==> config.mk <==
export PLATFORM = sky130hd
export DESIGN_NAME = mux_scan_ctrl
export DESIGN_NICKNAME = d
export VERILOG_FILES = /design/src/rtl/mux_scan_ctrl.sv
export SDC_FILE = /design/constraint.sdc
export NUM_CORES = 1
export LEC_CHECK = 0
export CAP_MARGIN = 25
export CORE_MARGIN = 4
export CORE_UTILIZATION = 40
export CTS_CLUSTER_SIZE = 20
export DETAILED_ROUTE_END_ITERATION = 10
export DONT_BUFFER_PORTS = 1
export PLACE_DENSITY_LB_ADDON = 0.3
export SLEW_MARGIN = 15
export SYNTH_ARGS = -nofsm -noshare
export SYNTH_HDL_FRONTEND = slang
export SYNTH_SLANG_ARGS = --single-unit
==> constraint.sdc <==
create_clock -name clk -period 4.33 [get_ports clk]
set_input_delay 0.866 -clock clk [delete_from_list [all_inputs] [get_ports clk]]
set_output_delay 0.866 -clock clk [all_outputs]
set_load 0.005 [all_outputs]
==> src/rtl/mux_scan_ctrl.sv <==
// Scan sequencer for a cascaded 2:1 mux tree: walks the select bus, samples each channel into a shadow and publishes whole frames.
// Optional continuous mode is compiled in with MUX_SCAN_CONT_EN (default build is one-shot).
module mux_scan_ctrl #(
  parameter  int unsigned WIDTH  = 1,
  parameter  int unsigned N_CH   = 4,
  parameter  int unsigned SETTLE = 2,
  localparam int unsigned SEL_W  = (N_CH > 1) ? $clog2(N_CH) : 1
) (
  input  logic                    clk,
  input  logic                    rst_n,
  input  logic                    start,
  input  logic                    abort,
  input  logic [WIDTH-1:0]        mux_y,
  output logic [SEL_W-1:0]        sel,
  output logic                    busy,
  output logic                    done,
  output logic [N_CH*WIDTH-1:0]   frame
);

  localparam int unsigned CNT_W   = (SETTLE > 1) ? $clog2(SETTLE) : 1;
  localparam int unsigned FRAME_W = N_CH * WIDTH;

  typedef enum logic [1:0] {
    S_IDLE = 2'd0,
    S_SCAN = 2'd1,
    S_DONE = 2'd2
  } state_t;

  state_t               r_state, w_state_nxt;
  logic [SEL_W-1:0]     r_sel, w_sel_nxt;
  logic [CNT_W-1:0]     r_cnt, w_cnt_nxt;
  logic                 r_busy, w_busy_nxt;
  logic                 r_done, w_done_nxt;
  logic [FRAME_W-1:0]   r_shadow, w_shadow_nxt;
  logic [FRAME_W-1:0]   r_frame, w_frame_nxt;
  logic                 w_settled;
  logic                 w_last_ch;
  logic                 w_idle_go;
  logic                 w_done_go;
  logic                 r_arm, w_arm_nxt;

  assign w_settled = (r_cnt == CNT_W'(SETTLE - 1));
  assign w_last_ch = (r_sel == SEL_W'(N_CH - 1));

`ifdef MUX_SCAN_CONT_EN
  // Armed out of reset; an abort disarms until the next start.
  assign w_idle_go = start | r_arm;
  assign w_done_go = 1'b1;
`else
  assign w_idle_go = start;
  assign w_done_go = start & ~abort;
`endif

  // State and registered outputs
  always_ff @(posedge clk or negedge rst_n) begin
    if (!rst_n) begin
      r_state  <= S_IDLE;
      r_sel    <= '0;
      r_cnt    <= '0;
      r_busy   <= 1'b0;
      r_done   <= 1'b0;
      r_shadow <= '0;
      r_frame  <= '0;
      r_arm    <= 1'b1;
    end else begin
      r_state  <= w_state_nxt;
      r_sel    <= w_sel_nxt;
      r_cnt    <= w_cnt_nxt;
      r_busy   <= w_busy_nxt;
      r_done   <= w_done_nxt;
      r_shadow <= w_shadow_nxt;
      r_frame  <= w_frame_nxt;
      r_arm    <= w_arm_nxt;
    end
  end

  // Next-state and next-output logic
  always_comb begin
    w_state_nxt  = r_state;
    w_sel_nxt    = r_sel;
    w_cnt_nxt    = r_cnt;
    w_busy_nxt   = r_busy;
    w_done_nxt   = 1'b0;
    w_shadow_nxt = r_shadow;
    w_frame_nxt  = r_frame;
    w_arm_nxt    = r_arm;

    case (r_state)
      S_IDLE: begin
        w_sel_nxt  = '0;
        w_cnt_nxt  = '0;
        w_busy_nxt = 1'b0;
`ifdef MUX_SCAN_CONT_EN
        if (start) begin
          w_arm_nxt = 1'b1;
        end
`endif
        if (w_idle_go) begin
          w_state_nxt = S_SCAN;
          w_busy_nxt  = 1'b1;
        end
      end

      S_SCAN: begin
        if (abort) begin
          w_state_nxt = S_IDLE;
          w_sel_nxt   = '0;
          w_cnt_nxt   = '0;
          w_busy_nxt  = 1'b0;
          w_arm_nxt   = 1'b0;
        end else if (w_settled) begin
          w_cnt_nxt = '0;
          for (int i = 0; i < int'(N_CH); i++) begin
            if (r_sel == SEL_W'(i)) begin
              w_shadow_nxt[i*WIDTH +: WIDTH] = mux_y;
            end
          end
          if (w_last_ch) begin
            // Frame picks up the final sample on the same edge it is taken.
            w_state_nxt = S_DONE;
            w_frame_nxt = w_shadow_nxt;
            w_done_nxt  = 1'b1;
            w_busy_nxt  = 1'b0;
            w_sel_nxt   = '0;
          end else begin
            w_sel_nxt = r_sel + SEL_W'(1);
          end
        end else begin
          w_cnt_nxt = r_cnt + CNT_W'(1);
        end
      end

      S_DONE: begin
        w_sel_nxt = '0;
        w_cnt_nxt = '0;
        if (w_done_go) begin
          w_state_nxt = S_SCAN;
          w_busy_nxt  = 1'b1;
        end else begin
          w_state_nxt = S_IDLE;
          w_busy_nxt  = 1'b0;
        end
      end

      default: begin
        w_state_nxt = S_IDLE;
        w_sel_nxt   = '0;
        w_cnt_nxt   = '0;
        w_busy_nxt  = 1'b0;
      end
    endcase
  end

  assign sel   = r_sel;
  assign busy  = r_busy;
  assign done  = r_done;
  assign frame = r_frame;

endmodule
==> Word level (Yosys, flattened, before mapping) <==
Cells that the tools add are included.
{ "op_classes": {"addsub": 2, "mul": 0, "n_div": 0, "n_lt_le_gt_ge": 0, "eq_ne": 8, "shift": 0, "muxes": 27, "bitwise_logic": 2, "reduce_logical": 6} }
{ "ops": {"columns": ["op", "n"], "rows": [
  ["$mux W1", 17],
  ["$mux W2", 8],
  ["$eq A2 B2 Y1 const B", 3],
  ["$ne A3 B3 Y1 const B", 2],
  ["$pmux W2 S3", 1],
  ["$reduce_and A3 Y1", 2],
  ["$eq A2 B1 Y1 const B", 2],
  ["$logic_not A2 Y1", 2],
  ["$reduce_and A4 Y1", 1],
  ["$pmux W1 S3", 1],
  ["$add A2 B1 Y2 const B", 1],
  ["$ne A2 B2 Y1 const B", 1],
  ["$reduce_and A2 Y1", 1],
  ["$add A1 B1 Y1 const B", 1],
  ["$and A1 B1 Y1", 1],
  ["$not A1 Y1", 1]
]} }
{ "word_totals": {"ff_bits": 15, "latch_bits": 0, "mem_bits_rw": 0, "rom_bits": 0, "input_bits": 5, "out_inout_bits": 8, "wordCells": 52, "mem_count": 0} }

==> Logic depth before layout (Yosys ltp) <==
{ "depth": {"ltp_word": 5, "ltp_mapped": 4, "ltp_nobuf": 4} }

==> Worst setup path before layout <==
No wires, ideal clock.
{ "synth_timing": {"path_type": "input to register", "from": "input abort", "to": "register r_frame[3], in the netlist frame[3]", "setup_time_ns": 0.125, "t_arrival_ns": 1.842, "required_time_ns": 4.205, "path_slack_ns": 2.363, "cell_stages": 4, "n_path_buf": 1, "path_cell_list": "or3b_1 buf_2 nor2_8 mux2_2"} }
{ "synth_between": {"elab_chain_len": 2} }
{ "synth_rtl": {"columns": ["element", "line_no", "rtl"], "rows": [
  ["from (decl)", "12", "input logic abort,"],
  ["$not A1 Y1 (no source line)", null, null],
  ["$reduce_and A4 Y1 (no source line)", null, null],
  ["to (signal assigned)", "72", "r_frame <= w_frame_nxt;"],
  ["to (decl)", "35", "logic [FRAME_W-1:0] r_frame, w_frame_nxt;"]
]} }
Every way passes these cells.
A chain may end at the register's enable or synchronous reset.

==> Worst setup path in the final report <==
{ "layout_timing": {"from": "input abort", "to": "register r_frame[0], in the netlist frame[0]"} }
Same word-level chain as after synthesis.

==> reports/metrics.csv <==
stage,metric,value,unit
run_status,result of the run,completed,
global_route,grt total ovfl,0,
floorplanning,core box area,0.001541,mm^2
final_layout,Final nets,64,
power,post-layout total power,0.0002652,W
drt,routed wire length,1050,um
drt,TritonRoute pass-1 iters,3,
timing,highest achievable clock rate,0.5717,GHz
floorplanning,Die Footprint,0.002396,mm^2
global_route,met2 track demand over resource in global routing,14.35,%
global_route,antenna violations before repair,0,
yosys,post-synth net total,61,
floorplanning,initial core utilization,43.51,%
timing,worst-case headroom to the max-slew limit,66.95,%
global_route,met3 usage,3.670,%
clocking,hold-fix buffers at CTS,0,
clocking,TritonCTS clock tree,built,
floorplanning,height of the chip,48.95,um
power,cell leakage power,0.3525,nW
yosys,average instance area after synthesis,12.90,um^2
timing,final setup margin,2.581,ns
clocking,clock latency at the later pin of the worst-skew pair,0.27,ns
clocking,Inserted Clock Buffers,3,
global_route,maximum number of pins on one net before global-route repair,15,
timing,RSZ-0062 raised after global routing,false,
clocking,clock tree buffer depth,2,
clocking,clock input transition at the sequential cells of the worst setup and hold paths,0.08,ns
worst_setup_path,data arrival time of the worst path,1.91,ns
drt,DRT antenna net count,0,
timing,fin crit share,40.39,%
drt,DR vias,384,
placement,Setup WS pre-CTS,2.289,ns
final_layout,fin area,710.7,um^2
timing,final number of hold-violating endpoints,0,
yosys,number of enable-type register cells in the synthesized netlist,0,
power,Pwr Density,373.2,mW/mm^2
worst_hold_path,Tightest Hold Check Type,in2async,
global_route,busiest layer in global routing,met2,
drt,number of DRC violations after detailed-routing iteration 0,1,
clocking,Post-CTS Setup Inserts,0,
drt,detail-routed via count per cell,5.486,
timing,clock period minus worst slack,1.749,ns
yosys,sequential-to-total area share from yosys stat,52.24,%
timing,setup violators final,0,
worst_setup_path,endpoint kind of the worst setup timing path,register,
yosys,"Warnings, synthesis",0,
final_layout,share of layout cells above drive strength 1,29.63,%
global_route,number of global-route vias before repair,394,
worst_setup_path,"critical path, cell by cell","or3b_1, nor2_8, mux2_2",
yosys,most numerous cell types in the synthesized netlist,"sky130_fd_sc_hd__dfrtp_1 (14), sky130_fd_sc_hd__mux2_2 (10), sky130_fd_sc_hd__nor2_1 (5), sky130_fd_sc_hd__ha_1 (4), sky130_fd_sc_hd__nand3_1 (3)",
worst_setup_path,type of the setup path with the least slack,in2reg,
worst_setup_path,critical path buffer and inverter count,0,
yosys,Post-Synthesis Cells,52,
global_route,global routing usage summed across all routing layers,9.466,%
worst_setup_path,required time at the worst-slack endpoint,4.49,ns
yosys,Synth top area share,52.24,%
yosys,flip-flop and latch count after synthesis,14,
timing,number of slew-limit violations in the final report,0,
yosys,Most used DFF post-synth,sky130_fd_sc_hd__dfrtp_1,
placement,instance area after placement,674.4,um^2
final_layout,relative area change from synthesis to final layout,5.970,%
power,maximum vdd drop,177.4,uV
yosys,dominant cell by count in the synthesized netlist,sky130_fd_sc_hd__dfrtp_1,
timing,slew at the pin with the worst max-slew slack,0.4946,ns
placement,Port Buffer Count,0,
drt,average wire per cell in the routed design,15.00,um
placement,final RePlAce weighted congestion,0.6698,
clocking,CTS Root Cell,sky130_fd_sc_hd__clkbuf_4,
final_layout,fill cell count,149,
final_layout,FF+latch area,350.3,um^2
final_layout,area of the multi-input gates,296.5,um^2
run,MaxCap Viol Count,0,
yosys,cell type with the highest aggregate area in the netlist,sky130_fd_sc_hd__dfrtp_1,
timing,Hold Slack,0.2768,ns
worst_setup_path,highest-delay cell along the critical path,sky130_fd_sc_hd__or3b_1,
clocking,post-cts gate resize count,0,
timing,worst clock skew,0.002334,ns
placement,dpl hpwl,796.7,um
worst_setup_path,biggest cell delay along the critical path,0.51,ns
worst_setup_path,start of the worst register-to-register path,r_state[1]$_DFFE_PN0P_,
final_layout,antenna cells,0,
clocking,Clock H-tree levels,1,
worst_setup_path,"Max FO, Critical Path",5,
yosys,netlist area before placement,670.6,um^2
clocking,Sinks on Clock Net,14,
floorplanning,number of rows in the core area,14,
worst_setup_path,cell class contributing the biggest share of worst-path delay,simple AND/OR/NAND/NOR gates,
global_route,met1 Use GR,11.30,%
floorplanning,top-level I/O count,13,
yosys,"FFs w/ async S/R, synth",100.0,%
timing,setup tns final,0,ns
drt,post-detailed-route DRC marker count,0,
global_route,global-route wire length before repair,1745,um
yosys,biggest area contributors in the synthesized netlist,"sky130_fd_sc_hd__dfrtp_1 (52%), sky130_fd_sc_hd__mux2_2 (17%), sky130_fd_sc_hd__ha_1 (7.5%), sky130_fd_sc_hd__mux2i_1 (3.0%), sky130_fd_sc_hd__nor2_8 (3.0%)",
worst_setup_path,Critical Path Start Type,primary input,
worst_setup_path,source of the critical timing path,abort,
floorplanning,Die X-Extent,48.95,um
yosys,number of unique standard cell types used by synthesis,19,
## area by class of cell
cell class,count,share of cell area [%]
clock buffer,4,5.106
inverter,2,1.056
multi-input combinational,34,41.73
sequential,14,49.30
tap,16,2.817
## worst paths after layout
check | slack [ns] | endpoint | cells after the start
min in group clk | 0.51 | r_shadow[0]$_DFFE_PN0P_ | 1
hold reg to reg | 0.51 | r_shadow[0]$_DFFE_PN0P_ | 1
hold / removal | 0.28 | sel[0]$_DFFE_PN0P_ | 0
setup reg to reg | 2.76 | frame[0]$_DFFE_PN0P_ | 3
setup / recovery | 2.58 | frame[0]$_DFFE_PN0P_ | 3
max in group asynchronous | 3.98 | busy$_DFFE_PN0P_ | 0
## worst register-to-register path, cell delays in order (launching register included)
cell and delay (ns):
sky130_fd_sc_hd__dfrtp_1 0.42, sky130_fd_sc_hd__or3b_1 0.51, sky130_fd_sc_hd__nor2_8 0.19, sky130_fd_sc_hd__mux2_2 0.34
## stage by stage
step | util [%] | std cells
2_1_floorplan | - | 52
3_3_place_gp | 43.75 | 66
3_5_place_dp | 43.75 | 66
4_1_cts | 46.10 | 70
5_1_grt | 46.10 | 70
6_report | 46.10 | 70
## state kept, by name, summed over array words and instances, names as in the netlist
signal,flops
frame,4
r_shadow,3
r_state,2
sel,2
busy,1
done,1
r_cnt,1
## power breakdown
part	total [W]	internal, W	switching, W	leakage, nW
combinational	0.0000259	0.0000150	0.0000109	0.143
sequential	0.000149	0.000141	0.00000768	0.189
clock	0.0000907	0.0000511	0.0000396	0.0210
total	0.000265	0.000207	0.0000582	0.352
## layout by cell type (no fill, tap or decap)
master | netlist | final
sky130_fd_sc_hd__a21boi_0 | 1 | 1
sky130_fd_sc_hd__a21oi_1 | 1 | 1
sky130_fd_sc_hd__a31o_2 | 1 | 1
sky130_fd_sc_hd__clkbuf_4 | 0 | 3
sky130_fd_sc_hd__clkbuf_8 | 0 | 1
sky130_fd_sc_hd__dfrtp_1 | 14 | 14
sky130_fd_sc_hd__ha_1 | 4 | 4
sky130_fd_sc_hd__inv_1 | 2 | 2
sky130_fd_sc_hd__mux2_2 | 10 | 10
sky130_fd_sc_hd__mux2i_1 | 2 | 2
sky130_fd_sc_hd__nand2_1 | 1 | 1
sky130_fd_sc_hd__nand2b_1 | 1 | 1
sky130_fd_sc_hd__nand3_1 | 3 | 3
sky130_fd_sc_hd__nor2_1 | 5 | 5
sky130_fd_sc_hd__nor2_8 | 1 | 1
sky130_fd_sc_hd__nor2b_1 | 1 | 1
sky130_fd_sc_hd__nor3b_1 | 1 | 1
sky130_fd_sc_hd__o22ai_1 | 1 | 1
sky130_fd_sc_hd__or3b_1 | 1 | 1
## kinds of logic (layout without fill, tap and decap cells)
| group | count (synthesis) | after routing | synth area share [%] |
|---|---|---|---|
| AOI/OAI and AO/OA | 4 | 4 | 4.105 |
| adders and majority gates | 4 | 4 | 7.463 |
| buffers and inverters | 4 | 6 | 3.544 |
| DFF | 14 | 14 | 52.24 |
| muxes | 12 | 12 | 19.78 |
| and+or+nand+nor | 14 | 14 | 12.87 |
## layer usage
metal	routed length (um)	up-vias
li1	-	182
met1	443	191
met2	524	9
met3	69	2
met4	12	0
met5	0	-
(Power assumes the default switching activity.)
